`src/rtl/rv_pkg.sv`:
```
// Shared RV32I decode definitions: opcodes, datapath default and immediate formats.
// The immediate helper builds the 32-bit form; callers sign-extend to their XLEN.
package rv_pkg;

    localparam int XLEN_DEFAULT = 32;

    localparam logic [6:0] OP_LUI   = 7'b0110111;
    localparam logic [6:0] OP_AUIPC = 7'b0010111;
    localparam logic [6:0] OP_JAL   = 7'b1101111;
    localparam logic [6:0] OP_JALR  = 7'b1100111;
    localparam logic [6:0] OP_BR    = 7'b1100011;
    localparam logic [6:0] OP_LD    = 7'b0000011;
    localparam logic [6:0] OP_ST    = 7'b0100011;
    localparam logic [6:0] OP_IMM   = 7'b0010011;
    localparam logic [6:0] OP_OP    = 7'b0110011;

    typedef enum logic [2:0] {
        IMM_I  = 3'd0,
        IMM_S  = 3'd1,
        IMM_B  = 3'd2,
        IMM_U  = 3'd3,
        IMM_J  = 3'd4,
        IMM_SH = 3'd5
    } imm_fmt_e;

    // Only inst[31:7] carries immediate bits, so the opcode field is not passed in.
    function automatic logic [31:0] gen_imm(input logic [31:7] ib, input imm_fmt_e fmt);
        logic [31:0] imm;
        case (fmt)
            IMM_S:   imm = {{20{ib[31]}}, ib[31:25], ib[11:7]};
            IMM_B:   imm = {{19{ib[31]}}, ib[31], ib[7], ib[30:25], ib[11:8], 1'b0};
            IMM_U:   imm = {ib[31:12], 12'b0};
            IMM_J:   imm = {{11{ib[31]}}, ib[31], ib[19:12], ib[20], ib[30:21], 1'b0};
            IMM_SH:  imm = {27'b0, ib[24:20]};
            default: imm = {{20{ib[31]}}, ib[31:20]};
        endcase
        return imm;
    endfunction

endpackage

```
`src/rtl/id_fwd_mux.sv`:
```
// Operand resolver: priority mux over the forwarding sources, falling back to the
// register file. Source 0 is the youngest and wins; x0 always resolves to zero.
module id_fwd_mux
    import rv_pkg::*;
#(
    parameter int XLEN = XLEN_DEFAULT,
    parameter int NFWD = 2
) (
    input  logic [4:0]           rs_i,
    input  logic [XLEN-1:0]      rf_i,
    input  logic [NFWD-1:0]      fwd_we_i,
    input  logic [5*NFWD-1:0]    fwd_wa_i,
    input  logic [XLEN*NFWD-1:0] fwd_wd_i,
    input  logic [NFWD-1:0]      fwd_ld_i,
    output logic [XLEN-1:0]      data_o,
    output logic                 hit_ld_o
);

    always_comb begin
        data_o   = rf_i;
        hit_ld_o = 1'b0;
        // Walk oldest to youngest so the lowest matching index is the last writer.
        for (int i = NFWD - 1; i >= 0; i--) begin
            if (fwd_we_i[i] && (fwd_wa_i[5*i +: 5] == rs_i)) begin
                data_o   = fwd_wd_i[XLEN*i +: XLEN];
                hit_ld_o = fwd_ld_i[i];
            end
        end
        if (rs_i == 5'd0) begin
            data_o   = '0;
            hit_ld_o = 1'b0;
        end
    end

endmodule

```
`src/rtl/id_stage.sv`:
```
// Registered RV32I decode stage: decodes, resolves operands, detects load-use
// hazards and hands one instruction per beat to EX; JAL redirects fetch directly.
module id_stage
    import rv_pkg::*;
#(
    parameter int XLEN    = XLEN_DEFAULT,
    parameter int NFWD    = 2,
    parameter int NSQUASH = 1
) (
    input  logic                 clk,
    input  logic                 rst_n,
    input  logic                 flush,
    input  logic                 if_valid,
    output logic                 if_ready,
    input  logic [XLEN-1:0]      if_pc,
    input  logic [31:0]          if_inst,
    output logic [4:0]           rf_ra1,
    output logic [4:0]           rf_ra2,
    input  logic [XLEN-1:0]      rf_rd1,
    input  logic [XLEN-1:0]      rf_rd2,
    input  logic [NFWD-1:0]      fwd_we,
    input  logic [5*NFWD-1:0]    fwd_wa,
    input  logic [XLEN*NFWD-1:0] fwd_wd,
    input  logic [NFWD-1:0]      fwd_ld,
    output logic                 ex_valid,
    input  logic                 ex_ready,
    output logic [6:0]           ex_op,
    output logic [2:0]           ex_f3,
    output logic                 ex_f7b5,
    output logic [XLEN-1:0]      ex_op1,
    output logic [XLEN-1:0]      ex_op2,
    output logic [XLEN-1:0]      ex_imm,
    output logic [XLEN-1:0]      ex_pc,
    output logic [4:0]           ex_wa,
    output logic                 ex_we,
    output logic                 ex_illegal,
    output logic                 redir_valid,
    output logic [XLEN-1:0]      redir_pc
);

    localparam int SQW = (NSQUASH < 1) ? 1 : $clog2(NSQUASH + 1);

    // Handshakes: a beat transfers on a cycle where valid && ready are both high;
    // valid never depends on ready, and the output register holds while valid && !ready.

    logic [6:0]      opc;
    logic [2:0]      f3;
    logic [4:0]      rd;
    logic            use_rs1;
    logic            use_rs2;
    logic            wr_en;
    logic            illegal;
    imm_fmt_e        fmt;
    logic [XLEN-1:0] imm;
    logic [XLEN-1:0] pc_inst;
    logic [XLEN-1:0] rs1_val;
    logic [XLEN-1:0] rs2_val;
    logic            rs1_ld;
    logic            rs2_ld;
    logic [XLEN-1:0] op1_sel;
    logic [XLEN-1:0] op2_sel;
    logic            stall;
    logic            out_free;
    logic            accept;

    logic            ex_valid_q,   ex_valid_d;
    logic [6:0]      ex_op_q,      ex_op_d;
    logic [2:0]      ex_f3_q,      ex_f3_d;
    logic            ex_f7b5_q,    ex_f7b5_d;
    logic [XLEN-1:0] ex_op1_q,     ex_op1_d;
    logic [XLEN-1:0] ex_op2_q,     ex_op2_d;
    logic [XLEN-1:0] ex_imm_q,     ex_imm_d;
    logic [XLEN-1:0] ex_pc_q,      ex_pc_d;
    logic [4:0]      ex_wa_q,      ex_wa_d;
    logic            ex_we_q,      ex_we_d;
    logic            ex_illegal_q, ex_illegal_d;
    logic            redir_valid_q, redir_valid_d;
    logic [XLEN-1:0] redir_pc_q,   redir_pc_d;
    logic [SQW-1:0]  squash_q,     squash_d;

    assign opc    = if_inst[6:0];
    assign f3     = if_inst[14:12];
    assign rd     = if_inst[11:7];
    assign rf_ra1 = if_inst[19:15];
    assign rf_ra2 = if_inst[24:20];

    always_comb begin
        use_rs1 = 1'b0;
        use_rs2 = 1'b0;
        wr_en   = 1'b0;
        illegal = 1'b0;
        fmt     = IMM_I;
        case (opc)
            OP_LUI:   begin fmt = IMM_U; wr_en = 1'b1; end
            OP_AUIPC: begin fmt = IMM_U; wr_en = 1'b1; end
            OP_JAL:   begin fmt = IMM_J; wr_en = 1'b1; end
            OP_JALR:  begin fmt = IMM_I; wr_en = 1'b1; use_rs1 = 1'b1; end
            OP_BR:    begin fmt = IMM_B; use_rs1 = 1'b1; use_rs2 = 1'b1; end
            OP_LD:    begin fmt = IMM_I; wr_en = 1'b1; use_rs1 = 1'b1; end
            OP_ST:    begin fmt = IMM_S; use_rs1 = 1'b1; use_rs2 = 1'b1; end
            OP_IMM: begin
                fmt     = (f3[1:0] == 2'b01) ? IMM_SH : IMM_I;
                wr_en   = 1'b1;
                use_rs1 = 1'b1;
            end
            OP_OP:    begin wr_en = 1'b1; use_rs1 = 1'b1; use_rs2 = 1'b1; end
            default:  illegal = 1'b1;
        endcase
    end

    assign imm     = XLEN'($signed(gen_imm(if_inst[31:7], fmt)));
    assign pc_inst = if_pc - XLEN'(4);

    id_fwd_mux #(.XLEN(XLEN), .NFWD(NFWD)) u_fwd_rs1 (
        .rs_i     (rf_ra1),
        .rf_i     (rf_rd1),
        .fwd_we_i (fwd_we),
        .fwd_wa_i (fwd_wa),
        .fwd_wd_i (fwd_wd),
        .fwd_ld_i (fwd_ld),
        .data_o   (rs1_val),
        .hit_ld_o (rs1_ld)
    );

    id_fwd_mux #(.XLEN(XLEN), .NFWD(NFWD)) u_fwd_rs2 (
        .rs_i     (rf_ra2),
        .rf_i     (rf_rd2),
        .fwd_we_i (fwd_we),
        .fwd_wa_i (fwd_wa),
        .fwd_wd_i (fwd_wd),
        .fwd_ld_i (fwd_ld),
        .data_o   (rs2_val),
        .hit_ld_o (rs2_ld)
    );

    always_comb begin
        op1_sel = rs1_val;
        if ((opc == OP_AUIPC) || (opc == OP_JAL)) begin
            op1_sel = pc_inst;
        end else if (opc == OP_LUI) begin
            op1_sel = '0;
        end
        op2_sel = imm;
        if ((opc == OP_OP) || (opc == OP_BR) || (opc == OP_ST)) begin
            op2_sel = rs2_val;
        end else if ((opc == OP_JAL) || (opc == OP_JALR)) begin
            op2_sel = if_pc;
        end
    end

    assign stall    = (use_rs1 && rs1_ld) || (use_rs2 && rs2_ld);
    assign out_free = !ex_valid_q || ex_ready;
    assign if_ready = !stall && out_free;
    assign accept   = if_valid && if_ready;

    always_comb begin
        ex_valid_d    = ex_valid_q;
        ex_op_d       = ex_op_q;
        ex_f3_d       = ex_f3_q;
        ex_f7b5_d     = ex_f7b5_q;
        ex_op1_d      = ex_op1_q;
        ex_op2_d      = ex_op2_q;
        ex_imm_d      = ex_imm_q;
        ex_pc_d       = ex_pc_q;
        ex_wa_d       = ex_wa_q;
        ex_we_d       = ex_we_q;
        ex_illegal_d  = ex_illegal_q;
        redir_valid_d = 1'b0;
        redir_pc_d    = redir_pc_q;
        squash_d      = squash_q;
        if (flush) begin
            ex_valid_d = 1'b0;
            squash_d   = '0;
        end else if (accept && (squash_q != '0)) begin
            // Wrong-path beat after a JAL: consume it but emit a bubble.
            squash_d   = squash_q - SQW'(1);
            ex_valid_d = 1'b0;
        end else if (accept) begin
            ex_valid_d   = 1'b1;
            ex_op_d      = opc;
            ex_f3_d      = f3;
            ex_f7b5_d    = if_inst[30];
            ex_op1_d     = op1_sel;
            ex_op2_d     = op2_sel;
            ex_imm_d     = imm;
            ex_pc_d      = pc_inst;
            ex_wa_d      = rd;
            ex_we_d      = wr_en && (rd != 5'd0);
            ex_illegal_d = illegal;
            if (opc == OP_JAL) begin
                redir_valid_d = 1'b1;
                redir_pc_d    = pc_inst + imm;
                squash_d      = SQW'(NSQUASH);
            end
        end else if (out_free) begin
            ex_valid_d = 1'b0;
        end
    end

    always_ff @(posedge clk or negedge rst_n) begin
        if (!rst_n) begin
            ex_valid_q    <= 1'b0;
            ex_op_q       <= '0;
            ex_f3_q       <= '0;
            ex_f7b5_q     <= 1'b0;
            ex_op1_q      <= '0;
            ex_op2_q      <= '0;
            ex_imm_q      <= '0;
            ex_pc_q       <= '0;
            ex_wa_q       <= '0;
            ex_we_q       <= 1'b0;
            ex_illegal_q  <= 1'b0;
            redir_valid_q <= 1'b0;
            redir_pc_q    <= '0;
            squash_q      <= '0;
        end else begin
            ex_valid_q    <= ex_valid_d;
            ex_op_q       <= ex_op_d;
            ex_f3_q       <= ex_f3_d;
            ex_f7b5_q     <= ex_f7b5_d;
            ex_op1_q      <= ex_op1_d;
            ex_op2_q      <= ex_op2_d;
            ex_imm_q      <= ex_imm_d;
            ex_pc_q       <= ex_pc_d;
            ex_wa_q       <= ex_wa_d;
            ex_we_q       <= ex_we_d;
            ex_illegal_q  <= ex_illegal_d;
            redir_valid_q <= redir_valid_d;
            redir_pc_q    <= redir_pc_d;
            squash_q      <= squash_d;
        end
    end

    assign ex_valid    = ex_valid_q;
    assign ex_op       = ex_op_q;
    assign ex_f3       = ex_f3_q;
    assign ex_f7b5     = ex_f7b5_q;
    assign ex_op1      = ex_op1_q;
    assign ex_op2      = ex_op2_q;
    assign ex_imm      = ex_imm_q;
    assign ex_pc       = ex_pc_q;
    assign ex_wa       = ex_wa_q;
    assign ex_we       = ex_we_q;
    assign ex_illegal  = ex_illegal_q;
    assign redir_valid = redir_valid_q;
    assign redir_pc    = redir_pc_q;

endmodule

```
`config.mk`:
```
export PLATFORM = sky130hd
export DESIGN_NAME = id_stage
export DESIGN_NICKNAME = d
export VERILOG_FILES = /design/src/rtl/rv_pkg.sv /design/src/rtl/id_fwd_mux.sv /design/src/rtl/id_stage.sv
export SDC_FILE = /design/constraint.sdc
export NUM_CORES = 1
export LEC_CHECK = 0
export ABC_AREA = 1
export BUFFER_PORTS_ARGS = -buffer_cell sky130_fd_sc_hd__buf_2
export CORE_MARGIN = 2
export CORE_UTILIZATION = 36
export CTS_CLUSTER_SIZE = 40
export DETAILED_ROUTE_END_ITERATION = 6
export HOLD_SLACK_MARGIN = 0.15
export PLACE_DENSITY_LB_ADDON = 0.3
export SYNTH_ARGS = -nofsm -noshare
export SYNTH_HDL_FRONTEND = slang
export SYNTH_SLANG_ARGS = --single-unit
```
`constraint.sdc`:
```
create_clock -name clk -period 1.8 [get_ports clk]
set_input_delay 0.45 -clock clk [delete_from_list [all_inputs] [get_ports clk]]
set_output_delay 0.45 -clock clk [all_outputs]
set_load 0.1 [all_outputs]
```
Word-level counts from Yosys, hierarchy flattened
Cells that the tools add are included.
{ "totals": {"regBits": 181, "in_bits": 211, "output_inout_bits": 191, "elab_cells": 105} }
{ "classes": {"addsub": 3, "n_eq_ne": 19, "muxes": 35, "n_bitwise": 2, "n_reduce_logical": 32} }
{ "ops": {"columns": ["operator", "count"], "rows": [
  ["$mux 32", 10],
  ["$pmux 32 s5", 1],
  ["$add 32x32->32", 1],
  ["$sub 32x3->32 const B", 1],
  ["$mux 1", 22],
  ["$eq 7x6->1 const B", 3],
  ["$eq 7x7->1 const B", 3],
  ["$eq 5x5->1", 4],
  ["$pmux 3 s5", 1],
  ["$eq 7x5->1 const B", 2],
  ["$logic_and 1x1->1", 10],
  ["$logic_not 5->1", 2],
  ["$reduce_or 9->1", 1],
  ["$eq 7x2->1 const B", 1],
  ["$reduce_or 7->1", 1],
  ["$eq 3x2->1 const B", 2],
  ["$eq 3x3->1 const B", 2],
  ["$logic_or 1x1->1", 6],
  ["$reduce_bool 3->1", 2],
  ["$reduce_or 6->1", 1],
  ["$reduce_bool 5->1", 1],
  ["$reduce_and 4->1", 1],
  ["$reduce_bool 4->1", 1],
  ["$eq 3x1->1 const B", 1],
  ["other kinds (9)", 11]
]} }

Longest topological paths before layout
{ "logic_depth": {"word_depth": 13, "mapped_depth": 27, "depth_no_buf": 26} }

Modules after synthesis
From an unflattened synthesis, not the netlist that was laid out.
{ "unflattened": {"cells_unflattened": 2446, "area_unflattened_um2": 14799.2} }
{ "by_module_without_submodules": {"columns": ["mod", "instances", "cells_per_inst", "area_per_inst_um2", "seq_area_each_um2"], "rows": [
  ["id_stage", 1, 1840, 12061.6, 4529.3],
  ["id_fwd_mux", 2, 303, 1368.8, 0.0]
]} }

Worst setup path before layout
OpenSTA, ideal clock, no wires.
{ "synth_timing": {"path_type": "in2reg", "startpoint": "input port if_inst[4]", "endpoint": "register redir_pc_q[20], in the netlist redir_pc[20]", "setup_time_ns": 0.120, "arrival_ns": 3.092, "required_time_ns": 1.680, "path_slack_ns": -1.412, "cell_stages": 26, "n_path_buf": 1, "path_cell_list": "inv_2 nand2_2 nor2_4 nand2_2 nor2_4 inv_2 nand2_1 inv_1 nand4_1 buf_2 nand2_1 nand2_1 inv_1 ha_1 fa_1 nand3_1 and2_1 o21bai_1 nand2_1 nand2_1 nand2_1 nand2_1 nand2_1 nand2_1 nand4_1 nand2_1"} }
{ "synth_between": {"elab_cells_between_ends": 31, "classes_between": "1 x add/sub; 14 x eq/ne; 4 x mux; 1 x bitwise; 11 x reduce/logical"} }
{ "synth_rtl": {"columns": ["item", "line", "rtl"], "rows": [
  ["start: declaration", "id_stage.sv:16", "input logic [31:0] if_inst,"],
  ["$eq 7x5->1 / $eq 7x6->1 (equally long branches)", "id_stage.sv:93", "case (opc)"],
  ["$reduce_or 2->1 (no line)", null, null],
  ["$pmux 3 s5 *", "id_stage.sv:93", null],
  ["$eq 3x3->1 (tied with other cells)", "rv_pkg.sv:29", "case (fmt)"],
  ["$pmux 32 s5 *", "rv_pkg.sv:29", null],
  ["named net imm[0]", "id_stage.sv:54", "logic [XLEN-1:0] imm;"],
  ["$add 32x32->32 *", "id_stage.sv:192", "redir_pc_d = pc_inst + imm;"],
  ["end signal: assignment", "id_stage.sv:229", "redir_pc_q <= redir_pc_d;"],
  ["end: declaration", "id_stage.sv:78", "logic [XLEN-1:0] redir_pc_q, redir_pc_d;"]
]} }
The timed path passes the listed nets; every way through them passes the cells marked *.
A chain may end at the register's enable or synchronous reset.

Worst setup path after layout
{ "layout_timing": {"startpoint": "input port if_inst[0]", "endpoint": "register redir_pc_q[12], in the netlist redir_pc[12]"} }
Same word-level chain as after synthesis.

==> out/summary.md <==
The run finished, with violations left. The final reports fail on setup timing. Largest stage delay on the critical path: 290 ps.

The count of routing violations after the opening detailed-route iteration is 1408, and the horizontal die dimension is 194.3 µm. After global routing the overflow that remains totals 0. Clock tree synthesis inserted a total of 17 buffers. Along the worst path, the maximum fanout reaches 4. The logs give 0.03557 mm² for the core area and 1011 µV for the maximum resistive drop on vdd.

In this run the mean area of a mapped cell was 6.380 µm². Synthesis inferred 181 register bits. Across all layers, the routed design uses 18.09k vias. Port buffering added 401 buffers. Total DRC errors in the routed layout: 0. The area added between synthesis and finish is 81.79%, and the floorplan row count is 69.

The smallest setup slack after layout is -1097 ps. The run gives 0 as the count of synthesis-stage warnings from yosys. The critical path is of the in2reg type. The net switching share of the total power is 0.5087. The internal power summed over all cells is 0.009843 W, and the height of the chip is 194.3 µm. Setup repair after global routing could not meet its margin everywhere. The buffers plus inverters on the worst setup path was 7. The portion of total power attributed to the clock network is 0.209. The final clock period utilization by the worst path works out to 1.609. The longest clock path from root to sink contains 2 buffers. The mean routed wirelength per cell was 21.87 µm; the relative contribution of combinational cells to total power was 0.536. The filler cell count is 3023. The number of enable flip-flop cells after synthesis came out at 0. TritonCTS built the clock tree. The netlist uses 39 different library cells. Via density per instance: 5.390. The H-tree was split into 4 levels.

The tools report the first-pass GRT wire length as 98580 µm. The category of the worst setup path launch point was an input port. Clock tree synthesis found a total of 181 sinks. The number of maximum-capacitance violations is 0. The placer congestion estimate was 0.9902; the final worst hold slack was 188.2 ps. The critical path's most frequent cell was sky130_fd_sc_hd__nand4_1.

In the layout the commonest cells are sky130_fd_sc_hd__nand2_1, sky130_fd_sc_hd__buf_4, sky130_fd_sc_hd__buf_2, sky130_fd_sc_hd__dfrtp_1, sky130_fd_sc_hd__nor2_1. The fraction of final layout cells sized beyond drive strength 1 came out at 0.5057. STA puts the critical path data required time at 2220 ps. The tools report the worst-case headroom to the max-slew limit as 0.5829. Leaving out fill and tap cells, the most frequent cell in the layout is sky130_fd_sc_hd__nand2_1. Clock tree synthesis selected as its root buffer the cell sky130_fd_sc_hd__clkbuf_16. The number of detailed-routing iterations run before antenna repair was 5; the total power divided by cell area was 845.5 mW/mm².

The achievable clock frequency was 0.3452 GHz; the post-synthesis net count was 2287. The critical path data arrival time was 3310 ps; the max-slew violation count was 0. The signal on the critical path passes through buf_8, nand2_8, nor2_4, nand2_2, inv_2, nand4_1, nand2_2, inv_2, nand4_1, buf_4, nand2_4, nand2_4, inv_4, ha_4, fa_2, nand3_2, and2_4, buf_12, o31ai_4, buf_4, xor2_1, nand4_1, nand2_1.

Counting I/O delays and the setup requirement, the final critical path takes 2897 ps. The sequential element share of the synthesized area was 0.3475. In this run the remaining antenna-violating nets after routing total 0. The highest-delay cell along the critical path was sky130_fd_sc_hd__o31ai_4.

The logs give 0.3421 for the total routing resource utilization after global routing and 192 for the number of setup violations in the final report. The cell family contributing the most delay on the critical path is simple AND/OR/NAND/NOR gates. For this run, the leading register cell type out of synthesis is sky130_fd_sc_hd__dfrtp_1. Final HPWL from detailed placement: 51940 µm. The sequential share of power was 0.255. Classification of the worst-slack hold path: in2reg. Area of the die: 0.03774 mm². Clock-pin slew was measured on the worst setup and hold paths at 80 ps.

In the final design database the tool counted 3118 nets. The mapped netlist covers 0.01303 mm². The clock reaches the later pin of the worst-skew pair after 470 ps.

The cell count after synthesis came out at 2043. Pin placement for this block handled 402 I/O pins. Summed over all nets, the switching power comes to 0.01019 W. The largest net degree at the start of global routing came out at 65. Across the routed clock network, the largest skew measured is 9.743 ps. The logs give 12 for the initial antenna violation count and 0 for the number of failing hold endpoints at the final stage.

STA classifies the critical path endpoint as a flop. The number of global-route vias before repair is 16.74k. The overall power was 0.02003 W. The analysis attributes to cell leakage a power of 12.65 nW. At the pin with the least slew margin, the transition time is 625.6 ps. For the aggregate routed wire length, the log shows 73410 µm. The async set-reset flop share out of synthesis was 1.000. The effective utilization at floorplan came out at 0.3664.
## power groups by stage
stage	logic (W)	clock network [W]	registers (W)
after CTS	0.00955	0.00419	0.00501
final	0.0107	0.00418	0.00511
after detailed placement	0.00891	0	0.00507
after global placement	0.00888	0	0.00507
after floorplan	0.00192	0	0.00931
after global routing	0.0111	0.00435	0.00516
## flip-flops by register name, summed over array words and instances, names as in the netlist
name and count:
ex_f7b5 1, ex_wa 5, redir_valid 1, ex_op1 32
ex_op 7, squash_q 1, ex_pc 32, ex_op2 32
redir_pc 32, ex_f3 3, ex_illegal 1, ex_we 1
ex_valid 1, ex_imm 32
## metal layers
layer	GRT usage	vias to the layer above	routed length, µm
met3	0.06505	242	6416
met5	0	-	56
li1	-	8258	-
met4	0.1538	8	4145
met2	0.5629	980	34340
met1	0.4359	8606	28450
## worst reg2reg max path, delay by kind of cell (launching register included)
family                 cells  cell delay (ps)
buffers and inverters      5              770
flip-flops                 1              400
AND/OR/NAND/NOR            6              580
## kinds of logic after synthesis
logic type,count (synthesis),synth area share
XOR/XNOR,39,0.02621
AND/OR/NAND/NOR,1097,0.3373
adder cells (fa/ha/maj),33,0.03225
AO/OA/AOI/OAI,391,0.1609
buffers and inverters,302,0.09581
flip-flops,181,0.3475
## area by class of cell
cell class                 instances  area, µm²  area share
timing repair inverter             1      11.26   0.0004753
tap                              461      576.8     0.02434
clock buffer                      17      425.4     0.01795
timing repair buffer             915       7172      0.3027
clock inverter                    15      195.2    0.008238
sequential                       181       4531      0.1912
multi-input combinational       1561       9931      0.4191
antenna                            9      22.52   0.0009505
inverter                         197      829.5     0.03501
## what timing repair did
| item | in CTS | in global routing |
|---|---|---|
| cloned | 5 | 27 |
| resized for setup | 317 | 475 |
| buffers inserted | 53 | 68 |
| pin swaps | 93 | 189 |
| hold buffers | 1 | 0 |
| hold endpoints to repair | 40 | 0 |
| endpoints found under the setup margin | 188 | 188 |
## cell usage after synthesis, types with 3 or more instances
master | n | area share
sky130_fd_sc_hd__buf_4 | 19 | 0.011
sky130_fd_sc_hd__a211oi_1 | 4 | 0.0023
sky130_fd_sc_hd__nand2_1 | 743 | 0.21
sky130_fd_sc_hd__nor3_1 | 16 | 0.0061
sky130_fd_sc_hd__o21bai_1 | 3 | 0.0017
sky130_fd_sc_hd__nor2_1 | 213 | 0.061
sky130_fd_sc_hd__o211ai_1 | 15 | 0.0086
sky130_fd_sc_hd__xor2_1 | 37 | 0.025
sky130_fd_sc_hd__nand2_2 | 4 | 0.0019
sky130_fd_sc_hd__nand4_1 | 50 | 0.024
sky130_fd_sc_hd__o31ai_1 | 8 | 0.0046
sky130_fd_sc_hd__ha_1 | 32 | 0.031
sky130_fd_sc_hd__buf_2 | 34 | 0.013
sky130_fd_sc_hd__inv_2 | 8 | 0.0023
sky130_fd_sc_hd__nor4_1 | 6 | 0.0029
sky130_fd_sc_hd__a21oi_1 | 94 | 0.036
sky130_fd_sc_hd__dfrtp_1 | 181 | 0.35
sky130_fd_sc_hd__o22ai_1 | 28 | 0.013
sky130_fd_sc_hd__o21ai_1 | 47 | 0.018
sky130_fd_sc_hd__o21a_1 | 3 | 0.0017
sky130_fd_sc_hd__o21ai_0 | 184 | 0.071
sky130_fd_sc_hd__nand3_1 | 57 | 0.022
sky130_fd_sc_hd__clkbuf_1 | 49 | 0.014
sky130_fd_sc_hd__inv_1 | 187 | 0.054
## stage by stage
| step | setup TNS [ps] | worst slack [ps] | util | instances | area [µm²] |
|---|---|---|---|---|---|
| finish | -141570 | -1097 | 0.6661 | 3357 | 23690 |
| global placement | -201920 | -1972 | 0.5195 | 3174 | 18480 |
| CTS | -59460 | -909.4 | 0.5895 | 3263 | 20970 |
| floorplan | -53080 | -1194 | - | 2043 | 13230 |
| detailed placement | -200990 | -1972 | 0.5195 | 3174 | 18480 |
| global route | -155600 | -1220 | 0.6657 | 3351 | 23680 |
## final timing paths
kind / from / endpoint / slack [ps] / cells after the start
setup / recovery: if_inst[0] / redir_pc[12] / -1100 / 23
hold / removal: if_inst[0] / ex_op[0] / 190 / 3
setup reg to reg: ex_valid / ex_op1[8] / -60 / 11
hold reg to reg: redir_pc[25] / redir_pc[25] / 470 / 2
max in group asynchronous: rst_n / ex_op2[11] / 590 / 3
min in group asynchronous: rst_n / ex_imm[1] / 530 / 2
Note: power is estimated with default switching activity, not from simulation.
